### src/rtl/l0_pool_rd.sv
// Layer-0 2x2 max-pool reader: walks the 26x26 map in 2x2 windows and
// streams one signed maximum per window over a valid/ready port.
module l0_pool_rd #(
  parameter int DW    = 18,
  parameter int MAP_W = 26
) (
  input  logic                 clk,
  input  logic                 rst,
  input  logic                 start,
  output logic                 busy,
  output logic                 done,
  output logic                 rd,
  output logic [9:0]           addr_rd,
  input  logic [3:0][DW-1:0]   din,
  output logic                 pool_vld,
  input  logic                 pool_rdy,
  output logic [DW-1:0]        pool_data,
  output logic [7:0]           pool_idx
);

  localparam int PW = MAP_W / 2;
  localparam logic [9:0] A0 = 10'(MAP_W + 1);
  localparam logic [9:0] COL_STEP = 10'd2;
  localparam logic [9:0] ROW_STEP = 10'(2 * MAP_W - 2 * (PW - 1));
  localparam logic [3:0] LAST = 4'(PW - 1);

  typedef enum logic [1:0] {
    IDLE,
    RUN,
    DRAIN
  } state_t;

  state_t state, state_n;

  logic [3:0] r, c;
  logic [7:0] idx_cnt;
  logic capture, last_win, xfer;

  logic signed [DW-1:0] m01, m23, mx;

  assign capture  = (state == RUN) && (!pool_vld || pool_rdy);
  assign last_win = (r == LAST) && (c == LAST);
  assign xfer     = pool_vld && pool_rdy;

  always_ff @(posedge clk) begin
    if (rst)
      state <= IDLE;
    else
      state <= state_n;
  end

  always_comb begin
    state_n = state;
    unique case (state)
      IDLE:    if (start) state_n = RUN;
      RUN:     if (capture && last_win) state_n = DRAIN;
      DRAIN:   if (xfer) state_n = IDLE;
      default: state_n = IDLE;
    endcase
  end

  always_comb begin
    busy = (state != IDLE);
    rd   = capture;
    done = (state == DRAIN) && xfer;
  end

  // Two-level signed compare tree; ties keep either equal operand.
  always_comb begin
    m01 = ($signed(din[0]) > $signed(din[1])) ? $signed(din[0])
                                               : $signed(din[1]);
    m23 = ($signed(din[2]) > $signed(din[3])) ? $signed(din[2])
                                               : $signed(din[3]);
    mx  = (m01 > m23) ? m01 : m23;
  end

  always_ff @(posedge clk) begin
    if (rst) begin
      addr_rd   <= A0;
      r         <= '0;
      c         <= '0;
      idx_cnt   <= '0;
      pool_vld  <= 1'b0;
      pool_data <= '0;
      pool_idx  <= '0;
    end else begin
      if (state == IDLE && start) begin
        addr_rd <= A0;
        r       <= '0;
        c       <= '0;
        idx_cnt <= '0;
      end else if (capture) begin
        pool_data <= mx;
        pool_idx  <= idx_cnt;
        // Counters park on the final window until the next pass starts.
        if (!last_win) begin
          idx_cnt <= idx_cnt + 8'd1;
          if (c == LAST) begin
            c       <= '0;
            r       <= r + 4'd1;
            addr_rd <= addr_rd + ROW_STEP;
          end else begin
            c       <= c + 4'd1;
            addr_rd <= addr_rd + COL_STEP;
          end
        end
      end
      if (capture)
        pool_vld <= 1'b1;
      else if (xfer)
        pool_vld <= 1'b0;
    end
  end

endmodule

### config.mk
export PLATFORM = sky130hd
export DESIGN_NAME = l0_pool_rd
export DESIGN_NICKNAME = d
export VERILOG_FILES = /design/src/rtl/l0_pool_rd.sv
export SDC_FILE = /design/constraint.sdc
export NUM_CORES = 1
export LEC_CHECK = 0
export CAP_MARGIN = 5
export CORE_MARGIN = 4
export CORE_UTILIZATION = 60
export DETAILED_ROUTE_END_ITERATION = 8
export DONT_BUFFER_PORTS = 1
export GPL_TIMING_DRIVEN = 1
export PLACE_DENSITY_LB_ADDON = 0.2
export SLEW_MARGIN = 30
export SYNTH_ARGS = -nofsm -noshare
export SYNTH_HDL_FRONTEND = slang
export SYNTH_SLANG_ARGS = --single-unit
### constraint.sdc
create_clock -name clk -period 6.8 [get_ports clk]
set_input_delay 1.02 -clock clk [delete_from_list [all_inputs] [get_ports clk]]
set_output_delay 1.02 -clock clk [all_outputs]
set_load 0.03 [all_outputs]
## Word level (Yosys, flattened, before mapping)

Cells that the tools add are included.

| storage, ports and cells | value |
|---|---|
| bits in registers | 55 |
| output and inout port bits | 40 |

| operators by class | value |
|---|---|
| muxes and demuxes | 11 |
| add/subtract/negate cells | 5 |
| bitwise operators | 2 |
| reduce and logical (&&, ||, !) cells | 16 |
| order comparisons | 3 |
| equality and inequality tests | 7 |

Operators by type and width:

| cell | number |
|---|---|
| 18-bit > comparator | 3 |
| 18-bit 2-to-1 mux | 3 |
| 10-bit by 2-bit adder with 10-bit output (second input constant) | 1 |
| 10-bit by 5-bit adder with 10-bit output (second input constant) | 1 |
| 10-bit 2-to-1 mux | 1 |
| 4-bit by 1-bit adder with 4-bit output (second input constant) | 2 |
| 8-bit by 1-bit adder with 8-bit output (second input constant) | 1 |
| 4-bit equality test (second input constant) | 2 |
| 1-bit logical AND | 6 |
| 2-bit 2-to-1 mux | 3 |
| 2-bit case mux with 3 select lines | 1 |
| 3-bit AND reduction | 2 |
| 4-bit 2-to-1 mux | 1 |
| 2-bit inequality test (second input constant) | 2 |
| 2-bit AND reduction | 2 |
| 2-bit nonzero test | 2 |
| 2-bit by 1-bit equality test with 1-bit output (second input constant) | 1 |
| 2-bit equality test (second input constant) | 1 |
| 2-bit logical NOT | 1 |
| 1-bit 2-to-1 mux | 2 |
| 2-bit by 1-bit inequality test with 1-bit output (second input constant) | 1 |
| 1-bit inverter | 2 |
| 2-bit OR reduction | 1 |
| 1-bit logical NOT | 1 |
| 1-bit logical OR | 1 |

## Longest topological paths before layout

| logic depth | value |
|---|---|
| depth after elaboration | 6 |
| mapped depth | 21 |

## Least setup slack after synthesis

Ideal clock, no wire load.

| path | value |
|---|---|
| path kind | in2reg |
| start | in din[31] (netlist bit) |
| end | reg pool_data[11] |
| data arrival time | 5.159 ns |
| cell stages on the path | 21 |
| data required time | 6.646 ns |
| library setup time | 0.154 ns |
| path slack | 1.487 ns |
| cell sequence | inv_1 > ha_1 > a21oi_1 > o21ai_1 > a211oi_2 > o31ai_1 > o21ba_2 > clkbuf_1 > clkbuf_1 > o221ai_1 > inv_1 > ha_1 > a21o_1 > a2111o_1 > a21oi_1 > o211ai_1 > nand2_1 > or2_2 > clkbuf_2 > buf_1 > o221ai_1 |

| on the way | value |
|---|---|
| longest elaborated chain between the ends | 4 |

Ends and longest elaborated chain:

| what | RTL line | text |
|---|---|---|
| from (decl) | 14 | `input logic [3:0][DW-1:0] din,` |
| 18-bit > comparator | 70 | `m01 = ($signed(din[0]) > $signed(din[1])) ? $signed(din[0])` |
| 18-bit 2-to-1 mux (*) | 70 |  |
| 18-bit > comparator | 74 | `mx = (m01 > m23) ? m01 : m23;` |
| 18-bit 2-to-1 mux (*) | 74 |  |
| to (signal assigned) | 93 | `pool_data <= mx;` |
| to (decl) | 17 | `output logic [DW-1:0] pool_data,` |

Mark *: on every way between the ends. The rest lies on a longest branch, timed or not.
A chain may end at the register's enable or synchronous reset.

## Worst setup path in the final report

| path | value |
|---|---|
| start | in din[71] (netlist bit) |
| end | reg pool_data[0] |

| on the way | value |
|---|---|
| longest elaborated chain between the ends | 4 |

Ends and longest elaborated chain:

| what | RTL line | text |
|---|---|---|
| 18-bit > comparator | 72 | `m23 = ($signed(din[2]) > $signed(din[3])) ? $signed(din[2])` |
| 18-bit 2-to-1 mux (*) | 72 |  |
| 18-bit > comparator | 74 |  |
| 18-bit 2-to-1 mux (*) | 74 |  |

Marked as above.

==> results.json <==
{
  "postSynthRegisterBits": 54,
  "globalRouteOverflowTotal": 0,
  "tritoncts": "done",
  "grt_max_degree": 33,
  "floorplan.initialDensity_pct": 62.0,
  "cts-resized-gates": 0,
  "grt_first_pass_wirelength_mm": 18.4,
  "post-route-drc-count": 0,
  "vdd_drop_max_mv": 0.121,
  "route.detailed.wl_per_inst_um": 17.9,
  "clock-root-buffer": "sky130_fd_sc_hd__clkbuf_8",
  "tns_ps": 0,
  "transition_time_of_the_tightest_slew_check_pin_ps": 957,
  "insertedDiodeCount": 0,
  "finalSetupViolCount": 0,
  "timing.final.hold_violations": 0,
  "floorplan.die.width_um": 94.8,
  "floorplan.core_area_um2": 7290,
  "slew-limit-headroom_pct": 36.1,
  "main_flop_type_after_synthesis": "sky130_fd_sc_hd__dfxtp_1",
  "htree_num_levels": 2,
  "boundaryPins": 116,
  "synth_async_sr_flop_share_pct": 0,
  "netlist-cell-type-count": 56,
  "power-per-cell-area_nw_per_um2": 204,
  "number_of_antenna_violations_at_the_first_check_in_global_routing": 0,
  "cts_setup_buffers": 0,
  "postSynthAreaPerCell_um2": 8.24,
  "status": "finished clean",
  "layout_worst_path_cycle_share_pct": 76.9,
  "fillers": 655,
  "crit_path_top_delay_cell": "sky130_fd_sc_hd__a32o_1",
  "cts_sinks": 54,
  "globalRouteTotalUtil_pct": 25.3,
  "clock.fmax_mhz": 191,
  "timing.critical_path.from_type": "input port",
  "crit_type": "input port to flip-flop",
  "first_global_vias": 3987,
  "synth_top_cells_by_area": "sky130_fd_sc_hd__dfxtp_1 24%, sky130_fd_sc_hd__ha_1 17%, sky130_fd_sc_hd__inv_1 5.6%, sky130_fd_sc_hd__o221ai_1 5.0%, sky130_fd_sc_hd__nand2_1 4.9%",
  "fin_nets": 667,
  "core.rowCount": 31,
  "synth_largest_area_cell": "sky130_fd_sc_hd__dfxtp_1",
  "fin_crit_ps": 5230,
  "seq_area_frac_synth_pct": 23.9,
  "routed_wirelength_mm": 11.3,
  "worstPathCellList": "inv_1, ha_1, nand4_2, nor4_1, a221o_1, or4_1, a32o_1, buf_4, mux2i_1, ha_1, a21o_1, a21o_1, a211oi_1, o211ai_1, nand2_1, or2_2, o221ai_1",
  "mappedNetlistArea_um2": 4520,
  "critical_path_buf_inv_count": 2,
  "cts_inserted_buffers": 5,
  "synth.yosys.warnings": 0,
  "critPathMaxStageDelay_ps": 610,
  "timing.reg2reg.setup_slack_ps": 4210,
  "largest_driver_fanout_on_the_critical_path": 18,
  "worstPathRequired_ps": 6950,
  "layout-area-overhead-vs-synth_pct": 2.82,
  "synth-edff-count": 0,
  "static_power_due_to_leakage_nw": 2.01,
  "min_path_type": "flip-flop to flip-flop",
  "postSynthCellCount": 548,
  "report.final.slew_viol_count": 0,
  "via_count": 3963,
  "drt_pre_antenna_iters": 5,
  "synth_top_area_share_pct": 23.9,
  "detailed_place_hpwl_mm": 8.76,
  "top_delay_family_on_crit_path": "compound AO/OA/AOI/OAI gates",
  "worst_clock_skew_ps": 7.67,
  "floorplan.die.height_um": 94.8,
  "post_route_cells_drive_above_1_share_pct": 6.60,
  "place_congestion": 0.931,
  "postSynthNetCount": 686,
  "buffer_ports.inserted": 0,
  "rsz_0062_raised_after_global_routing": "false",
  "critical_path_arrival_ps": 5380,
  "clock_insertion_delay_worst_skew_ps": 320,
  "drv_cap": 0,
  "setup.worst_path.end_class": "flip-flop",
  "hold-worst-slack_ps": 477,
  "cts.clk_slew.worst_paths_ps": 110,
  "detail_route.iter0.violations": 260,
  "route.detailed.vias_per_inst": 6.30,
  "antenna_violating_nets_post_route": 0,
  "design.die.area_um2": 8980,
  "cts_hold_buffers": 0,
  "clock_path_buffers": 2
}
==> cells by family after synthesis <==
kind of cell	share of synthesized area, %
fa+ha+maj	17.2
mux	5.73
simple gates	18.6
xor+xnor	3.10
other cells	0.0830
flops	23.9
compound gates	22.7
buf+inv	8.70
==> cell usage after synthesis (2+ instances only) <==
master and count:
sky130_fd_sc_hd__buf_1 3, sky130_fd_sc_hd__or3_1 2, sky130_fd_sc_hd__a221o_1 2, sky130_fd_sc_hd__nand2b_1 5
sky130_fd_sc_hd__and3_1 6, sky130_fd_sc_hd__a2111oi_0 2, sky130_fd_sc_hd__nor2b_1 3, sky130_fd_sc_hd__nand4_1 11
sky130_fd_sc_hd__inv_1 68, sky130_fd_sc_hd__o31ai_1 2, sky130_fd_sc_hd__a21o_1 9, sky130_fd_sc_hd__mux2i_2 5
sky130_fd_sc_hd__a211oi_1 3, sky130_fd_sc_hd__nor4_1 3, sky130_fd_sc_hd__clkbuf_1 22, sky130_fd_sc_hd__o21ai_0 9
sky130_fd_sc_hd__o221ai_2 9, sky130_fd_sc_hd__ha_1 62, sky130_fd_sc_hd__a21oi_1 37, sky130_fd_sc_hd__and2_1 3
sky130_fd_sc_hd__nand3b_1 19, sky130_fd_sc_hd__and4_1 2, sky130_fd_sc_hd__nor2_1 30, sky130_fd_sc_hd__xnor2_1 6
sky130_fd_sc_hd__o221ai_1 26, sky130_fd_sc_hd__dfxtp_1 54, sky130_fd_sc_hd__o211ai_1 2, sky130_fd_sc_hd__nor3_1 4
sky130_fd_sc_hd__nand4_2 2, sky130_fd_sc_hd__xor2_1 10, sky130_fd_sc_hd__nand3_1 15, sky130_fd_sc_hd__mux2i_1 10
sky130_fd_sc_hd__nand2_1 59, sky130_fd_sc_hd__o32ai_1 18, sky130_fd_sc_hd__mux2i_4 4
==> per-stage QoR <==
stage	power (mW)	cells	setup WS, ps	utilization [%]	instance area [µm²]
finish	0.949	629	1570	63.7	4650
global route	1.01	629	1250	63.7	4650
CTS	0.954	629	1400	63.7	4640
detailed placement	0.726	621	1090	62.1	4530
global placement	0.718	621	1200	62.1	4530
floorplan	0.666	548	1490	-	4520
==> registers in the layout (all words and copies together), names as in the netlist <==
signal     flops
c              4
idx_cnt        8
pool_idx       8
pool_data     18
pool_vld       1
state          2
addr_rd        9
r              4
==> layout make-up <==
class	instances	area, µm²	share of cell area, %
Clock buffer	5	68.8	1.48
Timing Repair Buffer	3	22.5	0.485
Tap cell	99	124	2.67
Multi-Input combinational cell	397	3050	65.6
Sequential cell	54	1080	23.3
Inverter	68	255	5.49
Clock inverter	3	47.5	1.02
==> power breakdown <==
group / leakage, nW / switching [mW] / internal, mW
combinational: 1.51 / 0.177 / 0.132
clock: 0.0587 / 0.115 / 0.112
sequential: 0.439 / 0.0714 / 0.342
==> path summary, 6_finish.rpt <==
check	from	end	depth (start not counted)
max	din[71]	pool_data[0]$_SDFFE_PP0P_	17
min	idx_cnt[5]$_SDFFE_PP0P_	pool_idx[5]$_SDFFE_PP0P_	2
min reg2reg	idx_cnt[5]$_SDFFE_PP0P_	pool_idx[5]$_SDFFE_PP0P_	2
max reg2reg	c[0]$_SDFFE_PP0P_	addr_rd[9]$_SDFFE_PP0P_	9
==> per-layer routing <==
layer / vias to the layer above / global-route usage, % / wire length (µm)
li1: 1956 / - / -
met1: 1864 / 28.5 / 4280
met2: 123 / 47.3 / 5840
met3: 20 / 6.06 / 912
met4: 0 / 6.61 / 230
met5: - / 0 / 0
==> tightest hold or removal path, cell delays in order, from the launching register on <==
cell                      delay [ps]
sky130_fd_sc_hd__dfxtp_1         340
sky130_fd_sc_hd__nand2_1          60
sky130_fd_sc_hd__a21oi_1          50
==> placed cells by master (no fill, tap or decap), types with 2 or more instances in the layout <==
cell	Yosys	routed
sky130_fd_sc_hd__a2111oi_0	2	2
sky130_fd_sc_hd__a211oi_1	3	3
sky130_fd_sc_hd__a21o_1	9	9
sky130_fd_sc_hd__a21oi_1	37	37
sky130_fd_sc_hd__a221o_1	2	2
sky130_fd_sc_hd__and2_1	3	3
sky130_fd_sc_hd__and3_1	6	6
sky130_fd_sc_hd__and4_1	2	2
sky130_fd_sc_hd__buf_4	1	3
sky130_fd_sc_hd__clkbuf_8	0	5
sky130_fd_sc_hd__dfxtp_1	54	54
sky130_fd_sc_hd__ha_1	62	62
sky130_fd_sc_hd__inv_1	68	68
sky130_fd_sc_hd__mux2i_1	10	10
sky130_fd_sc_hd__mux2i_2	5	5
sky130_fd_sc_hd__mux2i_4	4	4
sky130_fd_sc_hd__nand2_1	59	59
sky130_fd_sc_hd__nand2b_1	5	4
sky130_fd_sc_hd__nand3_1	15	15
sky130_fd_sc_hd__nand3b_1	19	19
sky130_fd_sc_hd__nand4_1	11	11
sky130_fd_sc_hd__nand4_2	2	2
sky130_fd_sc_hd__nor2_1	30	30
sky130_fd_sc_hd__nor2b_1	3	3
sky130_fd_sc_hd__nor3_1	4	4
sky130_fd_sc_hd__nor4_1	3	3
sky130_fd_sc_hd__o211ai_1	2	2
sky130_fd_sc_hd__o21ai_0	9	9
sky130_fd_sc_hd__o221ai_1	26	26
sky130_fd_sc_hd__o221ai_2	9	9
sky130_fd_sc_hd__o31ai_1	2	2
sky130_fd_sc_hd__o32ai_1	18	18
sky130_fd_sc_hd__or3_1	2	2
sky130_fd_sc_hd__xnor2_1	6	6
sky130_fd_sc_hd__xor2_1	10	10
Note: power is estimated with default switching activity, not from simulation.
